## src/rtl/common_defs_pkg.sv

```systemverilog
// Shared definitions for the Path ORAM path sequencer.
// Holds the default tree geometry, widths derived from it, and the
// sequencer state encoding.
package common_defs_pkg;

  localparam int unsigned TREE_DEPTH   = 12;
  localparam int unsigned K            = 3;
  localparam int unsigned LVL_W        = $clog2(TREE_DEPTH + 1);
  localparam int unsigned NUM_NODES    = (2 ** (TREE_DEPTH + 1)) - 1;
  localparam int unsigned TUPLE_ADDR_W = $clog2(NUM_NODES * K);
  localparam int unsigned SLOT_W       = (K > 1) ? $clog2(K) : 1;

  typedef enum logic [2:0] {
    S_IDLE,
    S_READ,
    S_DRAIN,
    S_WAIT_STASH,
    S_WRITE,
    S_DONE
  } oram_seq_state_t;

endpackage

```

## src/rtl/oram_bucket_addr.sv

```systemverilog
// Combinational tuple address generator.
// Ports:
//   leaf  - leaf label selecting the root-to-leaf path
//   level - tree level, 0 = root
//   slot  - tuple slot within the bucket, 0..K-1
//   addr  - tuple address = node*K + slot,
//           node = (2^level - 1) + (leaf >> (TREE_DEPTH - level))
module oram_bucket_addr #(
  parameter int unsigned TREE_DEPTH = common_defs_pkg::TREE_DEPTH,
  parameter int unsigned K          = common_defs_pkg::K,
  localparam int unsigned LVL_W        = $clog2(TREE_DEPTH + 1),
  localparam int unsigned SLOT_W       = (K > 1) ? $clog2(K) : 1,
  localparam int unsigned TUPLE_ADDR_W = $clog2(((2 ** (TREE_DEPTH + 1)) - 1) * K)
) (
  input  logic [TREE_DEPTH-1:0]   leaf,
  input  logic [LVL_W-1:0]        level,
  input  logic [SLOT_W-1:0]       slot,
  output logic [TUPLE_ADDR_W-1:0] addr
);

  always_comb begin
    addr = TUPLE_ADDR_W'(
             (((32'd1 << level) - 32'd1) + (32'(leaf) >> (TREE_DEPTH - 32'(level)))) * K
             + 32'(slot));
  end

endmodule

```

## src/rtl/oram_path_sequencer.sv

```systemverilog
// Path ORAM access sequencer: reads the root-to-leaf path of the requested
// leaf into the stash, waits for the stash, then writes the path back from
// leaf to root. Generates addresses and control only.
// Ports:
//   clk, rst                 - clock, synchronous active-high reset
//   req_valid/req_ready/req_leaf - access request (accepted only in IDLE)
//   mem_re, mem_we, mem_addr - tuple memory strobes and address
//   load_valid, load_level   - read data valid for the stash (one cycle after mem_re)
//   stash_rdy                - stash has finished processing the loaded path
//   evict_req, evict_level, evict_ack - write-back handshake with the stash
//   busy, done               - not idle / one-cycle completion pulse
module oram_path_sequencer #(
  parameter int unsigned TREE_DEPTH = common_defs_pkg::TREE_DEPTH,
  parameter int unsigned K          = common_defs_pkg::K,
  localparam int unsigned LVL_W        = $clog2(TREE_DEPTH + 1),
  localparam int unsigned TUPLE_ADDR_W = $clog2(((2 ** (TREE_DEPTH + 1)) - 1) * K)
) (
  input  logic                    clk,
  input  logic                    rst,
  input  logic                    req_valid,
  output logic                    req_ready,
  input  logic [TREE_DEPTH-1:0]   req_leaf,
  output logic                    mem_re,
  output logic                    mem_we,
  output logic [TUPLE_ADDR_W-1:0] mem_addr,
  output logic                    load_valid,
  output logic [LVL_W-1:0]        load_level,
  input  logic                    stash_rdy,
  output logic                    evict_req,
  output logic [LVL_W-1:0]        evict_level,
  input  logic                    evict_ack,
  output logic                    busy,
  output logic                    done
);

  import common_defs_pkg::*;

  localparam int unsigned SLOT_W = (K > 1) ? $clog2(K) : 1;

  oram_seq_state_t state_q, state_d;

  logic [TREE_DEPTH-1:0]   leaf_q;
  logic [LVL_W-1:0]        level_q;
  logic [SLOT_W-1:0]       slot_q;
  logic [TUPLE_ADDR_W-1:0] node_addr;
  logic                    last_slot;
  logic                    read_last;
  logic                    write_last;

  assign last_slot  = (slot_q == SLOT_W'(K - 1));
  assign read_last  = last_slot && (level_q == LVL_W'(TREE_DEPTH));
  assign write_last = last_slot && (level_q == '0);

  oram_bucket_addr #(
    .TREE_DEPTH(TREE_DEPTH),
    .K         (K)
  ) u_addr (
    .leaf (leaf_q),
    .level(level_q),
    .slot (slot_q),
    .addr (node_addr)
  );

  always_ff @(posedge clk) begin
    if (rst) state_q <= S_IDLE;
    else     state_q <= state_d;
  end

  always_comb begin
    state_d = state_q;
    case (state_q)
      S_IDLE:       if (req_valid) state_d = S_READ;
      S_READ:       if (read_last) state_d = S_DRAIN;
      S_DRAIN:      state_d = S_WAIT_STASH;
      S_WAIT_STASH: if (stash_rdy) state_d = S_WRITE;
      S_WRITE:      if (evict_ack && write_last) state_d = S_DONE;
      S_DONE:       state_d = S_IDLE;
      default:      state_d = S_IDLE;
    endcase
  end

  // Strobes are masked by rst so nothing reaches memory during the reset
  // cycle even though the state register only clears on the edge.
  always_comb begin
    req_ready   = 1'b0;
    busy        = 1'b1;
    mem_re      = 1'b0;
    mem_we      = 1'b0;
    mem_addr    = '0;
    evict_req   = 1'b0;
    evict_level = '0;
    done        = 1'b0;
    case (state_q)
      S_IDLE: begin
        req_ready = 1'b1;
        busy      = 1'b0;
      end
      S_READ: begin
        mem_re   = !rst;
        mem_addr = node_addr;
      end
      S_WRITE: begin
        evict_req   = !rst;
        evict_level = level_q;
        mem_we      = !rst && evict_ack;
        mem_addr    = node_addr;
      end
      S_DONE: done = !rst;
      default: ;
    endcase
  end

  always_ff @(posedge clk) begin
    if (rst) begin
      leaf_q     <= '0;
      level_q    <= '0;
      slot_q     <= '0;
      load_valid <= 1'b0;
      load_level <= '0;
    end else begin
      load_valid <= mem_re;
      load_level <= mem_re ? level_q : '0;
      case (state_q)
        S_IDLE: begin
          if (req_valid) begin
            leaf_q  <= req_leaf;
            level_q <= '0;
            slot_q  <= '0;
          end
        end
        S_READ: begin
          if (last_slot) begin
            slot_q <= '0;
            if (!read_last) level_q <= level_q + LVL_W'(1);
          end else begin
            slot_q <= slot_q + SLOT_W'(1);
          end
        end
        S_WAIT_STASH: begin
          if (stash_rdy) begin
            level_q <= LVL_W'(TREE_DEPTH);
            slot_q  <= '0;
          end
        end
        S_WRITE: begin
          if (evict_ack) begin
            if (last_slot) begin
              slot_q <= '0;
              // Hold level at 0 on the final ack; state leaves WRITE anyway.
              if (!write_last) level_q <= level_q - LVL_W'(1);
            end else begin
              slot_q <= slot_q + SLOT_W'(1);
            end
          end
        end
        default: ;
      endcase
    end
  end

endmodule

```

## config.mk

```make
export PLATFORM = sky130hd
export DESIGN_NAME = oram_path_sequencer
export DESIGN_NICKNAME = d
export VERILOG_FILES = /design/src/rtl/common_defs_pkg.sv /design/src/rtl/oram_bucket_addr.sv /design/src/rtl/oram_path_sequencer.sv
export SDC_FILE = /design/constraint.sdc
export NUM_CORES = 1
export LEC_CHECK = 0
export ABC_AREA = 1
export CAP_MARGIN = 5
export CORE_ASPECT_RATIO = 1.1
export CORE_MARGIN = 4
export CORE_UTILIZATION = 35
export CTS_CLUSTER_DIAMETER = 200
export DETAILED_ROUTE_END_ITERATION = 10
export GPL_ROUTABILITY_DRIVEN = 0
export SYNTH_ARGS = -nofsm -noshare
export SYNTH_HDL_FRONTEND = slang
export SYNTH_SLANG_ARGS = --single-unit
export TNS_END_PERCENT = 50
```

## constraint.sdc

```tcl
create_clock -name clk -period 9.5 [get_ports clk]
set_clock_uncertainty 0.1 [all_clocks]
set_input_delay 2.85 -clock clk [delete_from_list [all_inputs] [get_ports clk]]
set_output_delay 2.85 -clock clk [all_outputs]
set_load 0.05 [all_outputs]
```

# [Word-level counts from Yosys, hierarchy flattened]
# Cells that the tools add are included.
[classes] n_addsub=7 eq_ne=16 bitwise_logic=1 n_div=0 reduce_logical=14 multipliers=1 n_lt_le_gt_ge=0 muxes=26 shift=2
[op_table] op="$add A32 B32 Y32" count=1
[op_table] op="$mul A32 B2 Y15 const B" count=1
[op_table] op="$mux W4" count=8
[op_table] op="$shl A1 B4 Y32 const A" count=1
[op_table] op="$shr A12 B32 Y32" count=1
[op_table] op="$sub A32 B1 Y32 const B" count=1
[op_table] op="$ne A2 B2 Y1 const B" count=9
[op_table] op="$pmux W4 S4" count=1
[op_table] op="$add A15 B2 Y15" count=1
[op_table] op="$mux W15" count=1
[op_table] op="$pmux W3 S5" count=1
[op_table] op="$mux W3" count=4
[op_table] op="$mux W2" count=4
[op_table] op="$pmux W2 S4" count=1
[op_table] op="$reduce_and A4 Y1" count=2
[op_table] op="$reduce_and A8 Y1" count=1
[op_table] op="$eq A3 B2 Y1 const B" count=2
[op_table] op="$eq A3 B3 Y1 const B" count=2
[op_table] op="$mux W1" count=6
[op_table] op="$sub A4 B4 Y5 const A" count=1
[op_table] op="$add A4 B1 Y4 const B" count=1
[op_table] op="$eq A4 B4 Y1 const B" count=1
[op_table] op="$logic_and A1 B1 Y1" count=4
[op_table] op="$logic_not A4 Y1" count=1
[op_table] op="10 further kinds" count=11
[word_totals] wordCells=73 latch_bits=0 ff_bits=26 romBits=0 mem_bits_rw=0 memories=0 in_bits=17

# [Longest topological paths before layout]
[depth] depth_word=6 mapped_depth=33

# [Cells and area by module]
# A second synthesis with hierarchy kept.
[hier_totals] cells_unflattened=625 hier_area_um2=3831.2
[by_module_without_submodules] mod="oram_bucket_addr" area_per_inst_um2=2437.3 seq_area_each_um2=0.0 n_inst=1 cells_per_inst=409
[by_module_without_submodules] mod="oram_path_sequencer" area_per_inst_um2=1393.8 seq_area_each_um2=520.5 n_inst=1 cells_per_inst=216

# [Worst setup path before layout]
# OpenSTA, ideal clock, no wires.
[synth_timing] path_type="register -> output" from="register level_q[0]" to="output port mem_addr[11]" stages_incl_launch_ff=27 t_arrival_ns=5.389 path_buffers=3 setup_slack_ns=1.161 cell_sequence="dfxtp_1 -> buf_2 -> inv_1 -> buf_2 -> ha_1 -> ha_1 -> clkbuf_1 -> nand3_1 -> o211ai_1 -> o21ai_1 -> ha_1 -> inv_1 -> ha_1 -> fa_1 -> nand3_1 -> nand2_1 -> a31oi_1 -> xnor2_1 -> ha_1 -> ha_1 -> nand2_1 -> a21oi_1 -> a211oi_1 -> nand2_1 -> a21boi_0 -> o21ai_0 -> a21oi_1"
[synth_via] elab_chain_len=6 word_cells_on_any_way=8 cone_classes="add/sub (4); mul (1); shift (2); mux (1)"
[synth_rtl] item="from (decl)" line_no="oram_path_sequencer.sv:43" source="logic [LVL_W-1:0] level_q;"
[synth_rtl] item="from (signal assigned)" line_no="oram_path_sequencer.sv:134" source="if (!read_last) level_q <= level_q + LVL_W'(1);"
[synth_rtl] item="from (signal assigned)" line_no="oram_path_sequencer.sv:141" source="level_q <= LVL_W'(TREE_DEPTH);"
[synth_rtl] item="from (signal assigned)" line_no="oram_path_sequencer.sv:150" source="if (!write_last) level_q <= level_q - LVL_W'(1);"
[synth_rtl] item="$shl A1 B4 Y32 / $sub A4 B4 Y5 (equally long branches)" line_no="oram_bucket_addr.sv:23" source="(((32'd1 << level) - 32'd1) + (32'(leaf) >> (TREE_DEPTH - 32'(level)))) * K"
[synth_rtl] item="$sub A32 B1 Y32 / $shr A12 B32 Y32 (equally long branches)" line_no="oram_bucket_addr.sv:23"
[synth_rtl] item="$add A32 B32 Y32 (*)" line_no="oram_bucket_addr.sv:23"
[synth_rtl] item="$mul A32 B2 Y15 (*)" line_no="oram_bucket_addr.sv:23"
[synth_rtl] item="$add A15 B2 Y15 (*)" line_no="oram_bucket_addr.sv:24" source="+ 32'(slot));"
[synth_rtl] item="$mux W15 (*)" line_no="oram_path_sequencer.sv:93" source="case (state_q)"
[synth_rtl] item="to (decl)" line_no="oram_path_sequencer.sv:25" source="output logic [TUPLE_ADDR_W-1:0] mem_addr,"
# Mark *: on every way between the ends. The rest lies on a longest branch, timed or not.

# [Worst setup path in the final report]
[layout_timing] from="register level_q[1]" to="output port mem_addr[8]"
# The elaborated chain is that of the path after synthesis.

==> results.sh <==
export IMPL_status="complete, no violations"
export IMPL_drt_iter0_markers=194
export IMPL_drive_above_1_share=0.08054
export IMPL_overflow=0
export IMPL_clock_sinks=26
export IMPL_hold_class="register to register"
export IMPL_required_ns=6.55
export IMPL_drc=0
export IMPL_fmax_ghz=0.1118
export IMPL_rsz0062_at_grt="no"
export IMPL_fin_crit_sh=0.9415
export IMPL_area_delta_synth_final_pct=17.73
export IMPL_synth_enable_flop_cells=0
export IMPL_yosysWarnings=0
export IMPL_tritoncts="done"
export IMPL_cp_arrival_ns=5.99
export IMPL_synth_xor_xnor_area_share=0.04055
export IMPL_synth_ff_type="dfxtp_1"
export IMPL_maxCapViolCount=0
export IMPL_vias=3586
export IMPL_dp_hpwl_mm=7.042
export IMPL_critical_path_max_fanout=13
export IMPL_cts_setup_buffers=0
export IMPL_tightest_slew_ns=0.5554
export IMPL_clock_latency_ns=0.26
export IMPL_synthMuxAreaShare=0.002749
export IMPL_crit_path_start_kind="register"
export IMPL_antenna_cells=0
export IMPL_cp_top_family="adder cells"
export IMPL_synthSimpleGateAreaFrac=0.2880
export IMPL_num_io_pins=47
export IMPL_slowest_stage="clkdlybuf4s50_1"
export IMPL_hold_viol_final=0
export IMPL_port_buffers=46
export IMPL_syn_nets=640
export IMPL_synth_area_per_cell_sq_um=6.513
export IMPL_cts_root_buf="clkbuf_8"
export IMPL_core_area_sq_um=10030
export IMPL_worstSetupPathType="register to output port"
export IMPL_die_x_um=105.2
export IMPL_htree_levels=1
export IMPL_ys_async_sr_fraction=0
export IMPL_critPathCaptureType="output port"
export IMPL_routed_wl_mm=8.283
export IMPL_rows=38
export IMPL_synth_area_sq_um=3641
export IMPL_path_cells="inv_1 > ha_1 > ha_1 > inv_1 > nor2_1 > o21ai_1 > ha_1 > inv_1 > ha_1 > fa_1 > nand3_1 > nand2_1 > xor2_1 > ha_1 > ha_1 > nand2_1 > o21ai_0 > o21bai_1 > a21oi_1 > xor2_1 > nor2_1 > clkdlybuf4s50_1"
export IMPL_finalSetupViolCount=0
export IMPL_drtPass1Iterations=5
export IMPL_cp_buffers_inverters=4
export IMPL_synth_compound_area_share=0.1808
export IMPL_synth_top_family_by_area="simple AND/OR/NAND/NOR gates"
export IMPL_synthCells=559
export IMPL_grt_pass1_vias=3380
export IMPL_ant_nets=0
export IMPL_clockBufferDepth=2
export IMPL_final_common_cell="nand2_1"
export IMPL_final_cell_mix="111 x nand2_1, 82 x inv_1, 60 x ha_1, 45 x nor2_1, 44 x a21oi_1"
export IMPL_report_final_slew_viol_count=0
export IMPL_max_slew_margin=0.6288
export IMPL_grtUsageTotal=0.1398
export IMPL_cts_clk_slew_worst_paths_ns=0.09
export IMPL_synth_seq_cells=26
export IMPL_ys_seq_area_frac=0.1430
export IMPL_wl_per_cell_um=11.25
export IMPL_initial_utilization=0.3629
export IMPL_synthAdderAreaFrac=0.2282
export IMPL_die_area_sq_um=12100
export IMPL_holdBufCountCts=0
export IMPL_via_per_inst=4.872
export IMPL_cpMostUsedCell="ha_1"
export IMPL_layout_min_cycle_time_ns=8.944
export IMPL_fin_nets=678
export IMPL_synth_cell_types=44
export IMPL_cts_buffers=3
export IMPL_slowest_delay_ns=0.80
export IMPL_antenna_found_initial=0
export IMPL_die_h_um=115.0
export IMPL_setup_tns_ns=0
export IMPL_grt_max_degree=22
export IMPL_grt_pass1_wl_mm=14.72
-- sequential cells by signal, summed over array words and instances, names as in the netlist --
signal and flops:
leaf_q 12, level_q 4, load_level 4, state_q 3
slot_q 2, load_valid 1
-- cells in the mapped netlist, types with 2 or more instances --
library cell | n | share of area
nand2_1 | 111 | 0.11
inv_1 | 82 | 0.085
ha_1 | 60 | 0.21
nor2_1 | 45 | 0.046
a21oi_1 | 44 | 0.060
nand3_1 | 31 | 0.043
o21ai_0 | 29 | 0.040
dfxtp_1 | 26 | 0.14
o21ai_1 | 18 | 0.025
inv_2 | 11 | 0.011
nand2_2 | 10 | 0.017
xnor2_1 | 9 | 0.022
o211ai_1 | 7 | 0.014
nand4_1 | 6 | 0.010
nor3_1 | 6 | 0.0082
xor2_1 | 6 | 0.014
a31oi_1 | 5 | 0.0086
buf_2 | 4 | 0.0055
fa_1 | 4 | 0.022
nor2_2 | 4 | 0.0069
nor2_4 | 4 | 0.012
a211oi_1 | 3 | 0.0062
buf_1 | 3 | 0.0031
buf_4 | 3 | 0.0062
clkbuf_1 | 3 | 0.0031
nand2_4 | 3 | 0.0093
o21bai_1 | 3 | 0.0062
a21oi_2 | 2 | 0.0048
or2_1 | 2 | 0.0034
-- metrics by stage --
step / hold WS [ns] / cell area [sq um] / std cells / util / setup WS (ns)
2_1_floorplan: 0.3294 / 3641 / 559 / - / 1.161
3_3_place_gp: 0.3564 / 4205 / 732 / 0.4192 / 0.7594
3_5_place_dp: 0.3539 / 4205 / 732 / 0.4192 / 0.7214
4_1_cts: 0.3688 / 4277 / 736 / 0.4263 / 0.3938
5_1_grt: 0.3921 / 4287 / 736 / 0.4273 / 0.07149
6_report: 0.3660 / 4287 / 736 / 0.4273 / 0.5560
-- cell type report --
cell class,instances,area [sq um]
well taps,140,175.2
multi-input cells,426,2695
flip-flops and latches,26,520.5
inverters,93,349.1
clock buffers,3,41.29
fillers,1055,5746
clock inverters,1,30.03
repair buffers,47,475.5
-- worst min-delay path: cells and delay by family, from the launching register on --
kind	cells	cell delay [ns]
buf+inv	1	0.06
compound gates	1	0.06
flops	1	0.31
-- path summary, 6_finish.rpt --
kind,startpoint,endpoint,slack (ns),cells after the start
worst max-delay path,level_q[1],mem_addr[8],0.56,22
worst min register to register,leaf_q[1],leaf_q[1],0.37,2
worst min-delay path,leaf_q[1],leaf_q[1],0.37,2
worst max register to register,level_q[1],level_q[1],7.48,10
-- cells by family after synthesis --
logic type / after synthesis
and+or+nand+nor: 228
AOI/OAI and AO/OA: 117
buffers and inverters: 107
adders and majority gates: 64
DFF: 26
xor gates and xnor gates: 16
muxes: 1
-- routing by layer --
metal / track usage / up-vias / share of wire
met1: 0.1841 / 1602 / 0.48
li1: - / 1904 / -
met3: 0.01572 / 2 / 0.043
met2: 0.2513 / 78 / 0.47
met5: 0 / - / 0
met4: 0.02100 / 0 / 0.0035
-- repair_timing --
action,4_1_cts,5_1_grt
endpoints found under the setup margin,0,4
hold endpoints to repair,0,0
resized for setup,0,4
Power is not shown: default switching activity piles up to over one toggle a cycle in this logic, so the estimate is an artifact.
